[config.mk]
export PLATFORM = sky130hd
export DESIGN_NAME = pico_ram_bridge_flat
export DESIGN_NICKNAME = d
export VERILOG_FILES = /design/src/rtl/pico_ram_bridge_if.sv /design/src/rtl/pico_ram_bridge.sv /design/src/flat_wrapper.sv
export SDC_FILE = /design/constraint.sdc
export NUM_CORES = 1
export LEC_CHECK = 0
export ABC_AREA = 1
export BUFFER_PORTS_ARGS = -buffer_cell sky130_fd_sc_hd__buf_2
export CAP_MARGIN = 10
export CORE_MARGIN = 2
export CORE_UTILIZATION = 48
export DETAILED_ROUTE_END_ITERATION = 16
export PLACE_DENSITY = 0.86
export REMOVE_ABC_BUFFERS = 1
export SLEW_MARGIN = 10
export SYNTH_ARGS = -nofsm -noshare
export SYNTH_HDL_FRONTEND = slang
export SYNTH_SLANG_ARGS = --single-unit
[constraint.sdc]
create_clock -name clk -period 3.5 [get_ports clk]
set_clock_uncertainty 0.1 [all_clocks]
set_input_delay 0.175 -clock clk [delete_from_list [all_inputs] [get_ports clk]]
set_output_delay 0.175 -clock clk [all_outputs]
set_load 0.03 [all_outputs]
[src/rtl/pico_ram_bridge_if.sv]
// CPU-side PicoRV32 native bus plus the word-wide RAM port of the bridge.
// No latency of its own; it only bundles the wires.
// The CPU waits on mem_ready; the RAM side has no backpressure.
interface pico_ram_bridge_if;
  // PicoRV32 native memory bus
  logic        mem_valid;
  logic        mem_instr;
  logic [31:0] mem_addr;
  logic [31:0] mem_wdata;
  logic [3:0]  mem_wstrb;
  logic        mem_ready;
  logic [31:0] mem_rdata;
  logic        bus_err;
  // RAM port (combinational read, write on rising edge while ram_wen is high)
  logic        ram_wen;
  logic [11:0] ram_address;
  logic [31:0] ram_wdata;
  logic [31:0] ram_rdata;

  // Bridge view
  modport slave (
    input  mem_valid, mem_instr, mem_addr, mem_wdata, mem_wstrb,
    output mem_ready, mem_rdata, bus_err,
    output ram_wen, ram_address, ram_wdata,
    input  ram_rdata
  );

  // Environment view: CPU driving requests and RAM returning read data
  modport master (
    output mem_valid, mem_instr, mem_addr, mem_wdata, mem_wstrb,
    input  mem_ready, mem_rdata, bus_err,
    input  ram_wen, ram_address, ram_wdata,
    output ram_rdata
  );
endinterface

[src/rtl/pico_ram_bridge.sv]
// PicoRV32 native bus to single-port async-read RAM bridge with window decode.
// Fixed latency: request accepted at edge N, ram_wen in cycle N+1, mem_ready in cycle N+2.
// No request accepted in ACCESS/DONE; the CPU simply keeps mem_valid high until mem_ready.
// Optional byte-strobe read-modify-write merge: define PICO_RAM_BRIDGE_RMW_EN.
module pico_ram_bridge #(
  parameter logic [31:0] BASE_ADDR   = 32'h0000_0000,
  parameter int unsigned WINDOW_BITS = 12
) (
  input  logic             clk,
  input  logic             resetn,
  pico_ram_bridge_if.slave bus
);

  typedef enum logic [1:0] {
    IDLE   = 2'd0,
    ACCESS = 2'd1,
    DONE   = 2'd2
  } state_t;

  // Window bounds kept 33 bits wide so BASE_ADDR + size never wraps.
  localparam logic [32:0] LP_BASE  = {1'b0, BASE_ADDR};
  localparam logic [32:0] LP_LIMIT = LP_BASE + (33'd1 << WINDOW_BITS);

  state_t      r_state;
  state_t      w_state_nxt;

  logic [11:0] r_offset;
  logic [31:0] r_wdata;
  logic [3:0]  r_wstrb;
  logic        r_in_range;
  logic [31:0] r_rdata;

  logic [31:0] w_req_addr;
  logic        w_in_range;
  logic [11:0] w_offset;
  logic        w_accept;
  logic        w_is_read;
  logic        w_ram_wen;
  logic        w_mem_ready;
  logic        w_bus_err;
  logic [31:0] w_wdata;
  logic        w_unused;

  // Word-align the request; the two byte-offset bits carry no meaning here.
  assign w_req_addr = {bus.mem_addr[31:2], 2'b00};

  // Bounds are checked on the full address, not on the subtracted offset, so
  // addresses below BASE_ADDR cannot alias into the window.
  assign w_in_range = ({1'b0, w_req_addr} >= LP_BASE) &&
                      ({1'b0, w_req_addr} <  LP_LIMIT);

  // Only the low 12 bits of the offset reach the RAM.
  assign w_offset = w_req_addr[11:0] - BASE_ADDR[11:0];

  // Instruction-fetch flag and byte-offset bits do not influence the bridge.
  assign w_unused = ^{bus.mem_instr, bus.mem_addr[1:0]};

  assign w_is_read = (r_wstrb == 4'h0);

  // State register
  always_ff @(posedge clk or negedge resetn) begin
    if (!resetn) begin
      r_state <= IDLE;
    end else begin
      r_state <= w_state_nxt;
    end
  end

  // Next state and state-decoded outputs; ram_wen comes straight from r_state
  // so an asynchronous reset removes it immediately.
  always_comb begin
    w_state_nxt = r_state;
    w_accept    = 1'b0;
    w_ram_wen   = 1'b0;
    w_mem_ready = 1'b0;
    w_bus_err   = 1'b0;
    case (r_state)
      IDLE: begin
        if (bus.mem_valid) begin
          w_accept    = 1'b1;
          w_state_nxt = ACCESS;
        end
      end
      ACCESS: begin
        w_ram_wen   = !w_is_read && r_in_range;
        w_state_nxt = DONE;
      end
      DONE: begin
        w_mem_ready = 1'b1;
        w_bus_err   = !r_in_range;
        w_state_nxt = IDLE;
      end
      default: begin
        w_state_nxt = IDLE;
      end
    endcase
  end

  // Capture the request when it is accepted in IDLE.
  always_ff @(posedge clk or negedge resetn) begin
    if (!resetn) begin
      r_offset   <= 12'h000;
      r_wdata    <= 32'h0;
      r_wstrb    <= 4'h0;
      r_in_range <= 1'b0;
    end else if (w_accept) begin
      r_offset   <= w_offset;
      r_wdata    <= bus.mem_wdata;
      r_wstrb    <= bus.mem_wstrb;
      r_in_range <= w_in_range;
    end
  end

  // Register read data on the ACCESS-to-DONE edge; writes and misses return zero.
  always_ff @(posedge clk or negedge resetn) begin
    if (!resetn) begin
      r_rdata <= 32'h0;
    end else if (r_state == ACCESS) begin
      r_rdata <= (w_is_read && r_in_range) ? bus.ram_rdata : 32'h0;
    end
  end

`ifdef PICO_RAM_BRIDGE_RMW_EN
  // Merge strobed bytes over the current RAM word (single-cycle read-modify-write).
  always_comb begin
    w_wdata = bus.ram_rdata;
    for (int i = 0; i < 4; i++) begin
      if (r_wstrb[i]) begin
        w_wdata[8*i +: 8] = r_wdata[8*i +: 8];
      end
    end
  end
`else
  // Any nonzero strobe writes the whole latched word; RAM data serves reads only.
  always_comb begin
    w_wdata = r_wdata;
  end
`endif

  assign bus.ram_wen     = w_ram_wen;
  assign bus.ram_address = r_offset;
  assign bus.ram_wdata   = w_wdata;
  assign bus.mem_ready   = w_mem_ready;
  assign bus.bus_err     = w_bus_err;
  assign bus.mem_rdata   = r_rdata;

endmodule

[src/flat_wrapper.sv]
// flat-port wrapper written by rule: the top's interface ports become plain ports
module pico_ram_bridge_flat 
#(
  parameter logic [31:0] BASE_ADDR   = 32'h0000_0000,
  parameter int unsigned WINDOW_BITS = 12
)
  (clk, resetn, bus_mem_valid, bus_mem_instr, bus_mem_addr, bus_mem_wdata, bus_mem_wstrb, bus_mem_ready, bus_mem_rdata, bus_bus_err, bus_ram_wen, bus_ram_address, bus_ram_wdata, bus_ram_rdata);
  pico_ram_bridge_if bus_i ();
  input  logic clk;
  input  logic resetn;
  input wire logic [$bits(bus_i.mem_valid)-1:0] bus_mem_valid;
  input wire logic [$bits(bus_i.mem_instr)-1:0] bus_mem_instr;
  input wire logic [$bits(bus_i.mem_addr)-1:0] bus_mem_addr;
  input wire logic [$bits(bus_i.mem_wdata)-1:0] bus_mem_wdata;
  input wire logic [$bits(bus_i.mem_wstrb)-1:0] bus_mem_wstrb;
  output wire logic [$bits(bus_i.mem_ready)-1:0] bus_mem_ready;
  output wire logic [$bits(bus_i.mem_rdata)-1:0] bus_mem_rdata;
  output wire logic [$bits(bus_i.bus_err)-1:0] bus_bus_err;
  output wire logic [$bits(bus_i.ram_wen)-1:0] bus_ram_wen;
  output wire logic [$bits(bus_i.ram_address)-1:0] bus_ram_address;
  output wire logic [$bits(bus_i.ram_wdata)-1:0] bus_ram_wdata;
  input wire logic [$bits(bus_i.ram_rdata)-1:0] bus_ram_rdata;
  assign bus_i.mem_valid = bus_mem_valid;
  assign bus_i.mem_instr = bus_mem_instr;
  assign bus_i.mem_addr = bus_mem_addr;
  assign bus_i.mem_wdata = bus_mem_wdata;
  assign bus_i.mem_wstrb = bus_mem_wstrb;
  assign bus_mem_ready = bus_i.mem_ready;
  assign bus_mem_rdata = bus_i.mem_rdata;
  assign bus_bus_err = bus_i.bus_err;
  assign bus_ram_wen = bus_i.ram_wen;
  assign bus_ram_address = bus_i.ram_address;
  assign bus_ram_wdata = bus_i.ram_wdata;
  assign bus_i.ram_rdata = bus_ram_rdata;
  pico_ram_bridge #(.BASE_ADDR(BASE_ADDR), .WINDOW_BITS(WINDOW_BITS)) u_core (.clk(clk), .resetn(resetn), .bus(bus_i));
endmodule
### Word-level counts from Yosys, hierarchy flattened

Cells that the tools add are included.

| storage, ports and cells | value |
|---|---|
| input port bits | 104 |
| register bits after elaboration | 81 |
| output and inout bits | 79 |
| logic and storage cells | 24 |

| cells by class | value |
|---|---|
| multiplexer cells | 8 |
| order comparisons | 1 |
| reduce and logical (&&, ||, !) cells | 6 |
| equal/unequal tests | 3 |

Operator list:

| cell | number |
|---|---|
| less-than comparator 32 x 13 -> 1 bit (second input constant) | 1 |
| 2-to-1 mux 32 bit | 1 |
| 2-to-1 mux 1 bit | 5 |
| logical NOT 4 bit | 1 |
| one-hot mux 2 bit (2 select lines) | 1 |
| == test 2 x 1 -> 1 bit (second input constant) | 1 |
| == test 2 bit (second input constant) | 1 |
| logical AND 1 bit | 2 |
| logical NOT 1 bit | 2 |
| logical NOT 2 bit | 1 |
| 2-to-1 mux 2 bit | 1 |
| != test 2 bit (second input constant) | 1 |

### Longest topological paths before layout

| depth | value |
|---|---|
| depth in word-level cells | 4 |
| depth in mapped cells | 8 |
| gate-level depth less buffers | 5 |

### Worst setup path after synthesis

OpenSTA, ideal clock, no wires.

| timing path | value |
|---|---|
| kind | register -> output |
| start point | reg u_core.r_state[1] |
| end point | out bus_ram_wen |
| path slack | 1.893 ns |
| arrival time | 1.332 ns |
| required time | 3.225 ns |
| path buffers | 2 |
| cell stages (with the launch flop) | 6 |
| cells stage by stage | dfrtp_1 buf_6 nor2_8 buf_6 nand2_1 a31oi_1 |

| on the way | value |
|---|---|
| word-level cells in the longest chain between the ends | 2 |

RTL lines:

| what | line | text |
|---|---|---|
| from (decl) | pico_ram_bridge.sv:24 | `state_t r_state;` |
| from (signal assigned) | pico_ram_bridge.sv:65 | `r_state <= w_state_nxt;` |
| == test 2 x 1 -> 1 bit | pico_ram_bridge.sv:77 | `case (r_state)` |
| 2-to-1 mux 1 bit | pico_ram_bridge.sv:77 |  |
| to (decl) | flat_wrapper.sv:19 | `output wire logic [$bits(bus_i.ram_wen)-1:0] bus_ram_wen;` |

Every way passes these cells.

### Worst setup path in the final report

Same ends and word-level chain as after synthesis.

==> flow_summary.json <==
{
  "pre_cts_ws_ns": 1.633,
  "drv_cap": 0,
  "worstSetupStartpoint": "u_core.r_state[1]",
  "cts_buffers": 9,
  "p_leak_uw": 0.002821,
  "ff2ff_path_depth": 4,
  "clk_latency_ns": 0.33,
  "die_w_um": 87.16,
  "worst_slack_ns": 1.258,
  "dr.pass1.iters": 5,
  "grt_pass1_wl_mm": 16.06,
  "synth.top_cell.area_share_pct": 61.06,
  "clock_sinks": 81,
  "synth_ff_type": "dfrtp_1",
  "crit_path_max_fanout": 34,
  "grt_overflow_total": 0,
  "rsz0062_at_grt": "no",
  "drc": 0,
  "wire_per_inst_um": 14.57,
  "yosysTopAreaCell": "dfrtp_1",
  "die-height_um": 87.16,
  "fin_crit_ns": 2.242,
  "crit_family": "buffers and inverters",
  "critical_path_depth": 5,
  "post-route-period-util_pct": 64.06,
  "tns_ns": 0,
  "dp_hpwl_mm": 5.648,
  "row_count": 30,
  "area_delta_synth_final_pct": 55.30,
  "endpoint": "bus_ram_wen",
  "numPortBuffers": 177,
  "worst_pin_slew_ns": 0.9883,
  "start_util_pct": 49.13,
  "routed_wl_mm": 10.27,
  "ir_drop_uv": 263.9,
  "track_usage_pct": 27.23,
  "ys_ff_latch": 81,
  "cpMaxStageDelayCell": "dfrtp_1",
  "synth_warnings": 0,
  "post_cts_resized": 0,
  "worst-endpoint-arrival_ns": 1.97,
  "synth.top_cells.by_count": "174 x nand2_1, 81 x dfrtp_1, 36 x o21ai_0",
  "drive_gt1_share_pct": 31.73,
  "status": "completed",
  "critPathBufInv": 2,
  "antenna_found_initial": 1,
  "cp_data_required_time_ns": 3.22,
  "first_global_vias": 3542,
  "synth_cells": 374,
  "start_kind": "flop",
  "clock_path_buffers": 2,
  "r2r_start": "u_core.r_state[1]",
  "hold_violations": 0,
  "ant_nets": 0,
  "synth_edf_count": 0,
  "ys_seq_area_share_pct": 61.06,
  "finalSetupViolCount": 0,
  "core_area_sq_um": 6756,
  "timing.fmax_mhz": 446.0,
  "synth_area_leaders": "dfrtp_1 61%, nand2_1 20%, o21ai_0 5.4%",
  "clk_pin_slew_worst_paths_ns": 0.08,
  "yosysUniqueCellTypes": 19,
  "min_path_type": "input pin to flop",
  "yosysMostFrequentCell": "nand2_1",
  "fill_cells": 470,
  "synthArstFlopShare_pct": 100.0,
  "cts_tree": "done",
  "num_vias": 3476,
  "htree_levels": 3,
  "powerDensity_nw_per_um2": 512.1,
  "viasPerCell": 4.930,
  "regToRegSetupSlack_ns": 1.82,
  "r2r_end": "u_core.r_wstrb[3]",
  "finalMaxSlewViolations": 0,
  "place.gp.congestion": 0.8062,
  "cp-end-kind": "primary output",
  "syn_avg_cell_area_sq_um": 8.875,
  "grt_start_max_net_pins": 82,
  "slew_headroom_pct": 34.11,
  "timing.critical_path.cells": "buf_4 > nor2_8 > nand2_1 > a31oi_1 > buf_2",
  "die_area_sq_um": 7597,
  "ioPinCount": 183,
  "syn_area_sq_um": 3319,
  "final_util_pct": 76.30,
  "final_nets": 723,
  "cp_slowest_stage_delay_ns": 0.48,
  "drt_iter0_drc": 244,
  "root_buffer": "clkbuf_8",
  "path_class": "flop to primary output"
}
==> per-layer routing <==
metal	vias up	GRT usage, %	share of wire, %
met5	-	0	0
met4	0	14.97	4.0
met3	36	3.602	4.2
met2	150	50.59	55
met1	1627	29.70	36
li1	1663	-	-
==> metrics by stage <==
step,instance area [sq um],cells,hold WS [ns],total power [uW]
floorplan,3148,350,-0.2206,1573
global placement,4159,610,0.2681,1816
detailed placement,4159,610,0.2735,1839
CTS,5152,704,0.001141,2638
global route,5155,705,0.01912,2769
finish,5155,705,0.02741,2640
==> timing repair <==
action / in CTS / in global routing
hold endpoints to repair: 158 / 0
buffers inserted: 0 / 0
hold buffers: 78 / 0
setup endpoints to repair: 0 / 0
==> worst min path at each step <==
stage                            startpoint                        to  depth (start not counted)
after CTS                 bus_ram_rdata[25]  u_core.bus.mem_rdata[25]                          3
final                     bus_ram_rdata[25]  u_core.bus.mem_rdata[25]                          3
after detailed placement  bus_mem_wdata[24]  u_core.bus.ram_wdata[24]                          3
after global placement     bus_mem_wdata[7]   u_core.bus.ram_wdata[7]                          3
after floorplan                      resetn   u_core.bus.mem_rdata[0]                          0
after global routing      bus_ram_rdata[25]  u_core.bus.mem_rdata[25]                          3
==> state kept, by name, summed over array words and instances (netlist names) <==
signal and flops:
u_core.r_in_range 1, u_core.bus.ram_address 10, u_core.r_state 2, u_core.r_wstrb 4, u_core.bus.ram_wdata 32, u_core.bus.mem_rdata 32
==> worst min-delay path, delay by kind of cell <==
kind	cells	cell delay (ns)
simple gates	1	0.06
compound gates	1	0.07
buf+inv	1	0.10
==> kinds of logic (layout without fill, tap and decap cells) <==
group                  Yosys count  in the layout  synth area share, %
AO/OA/AOI/OAI                   67             67                10.14
other                            1              3               0.1130
AND/OR/NAND/NOR                195            195                22.84
buffers and inverters           30            279                5.843
flip-flops                      81             81                61.06
==> placed cells by master (no fill, tap or decap), drive strengths merged <==
| cell | instances |
|---|---|
| clkinv | 2 |
| buf | 180 |
| dfrtp | 81 |
| a31oi | 1 |
| o21ai | 66 |
| inv | 5 |
| conb | 2 |
| dlygate4sd3 | 78 |
| diode | 1 |
| clkbuf | 12 |
| nor2 | 17 |
| nand2 | 175 |
| nor3 | 1 |
| bufinv | 2 |
| nand4 | 1 |
| nand3 | 1 |
==> area by class of cell <==
type | count | area [sq um] | share of cell area (%)
sequential | 81 | 2027 | 39.32
antenna | 1 | 2.502 | 0.04854
tap | 80 | 100.1 | 1.942
timing repair buffer | 258 | 1692 | 32.82
multi-input combinational | 264 | 1102 | 21.38
clock buffer | 12 | 135.1 | 2.621
inverter | 5 | 18.77 | 0.3641
clock inverter | 4 | 77.57 | 1.505
==> where the power goes <==
part,total (uW),switching [uW],internal (uW)
clock network,730,324,406
logic,771,521,250
registers,1140,75.0,1060
total,2640,919,1720
Note: power is estimated with default switching activity, not from simulation.
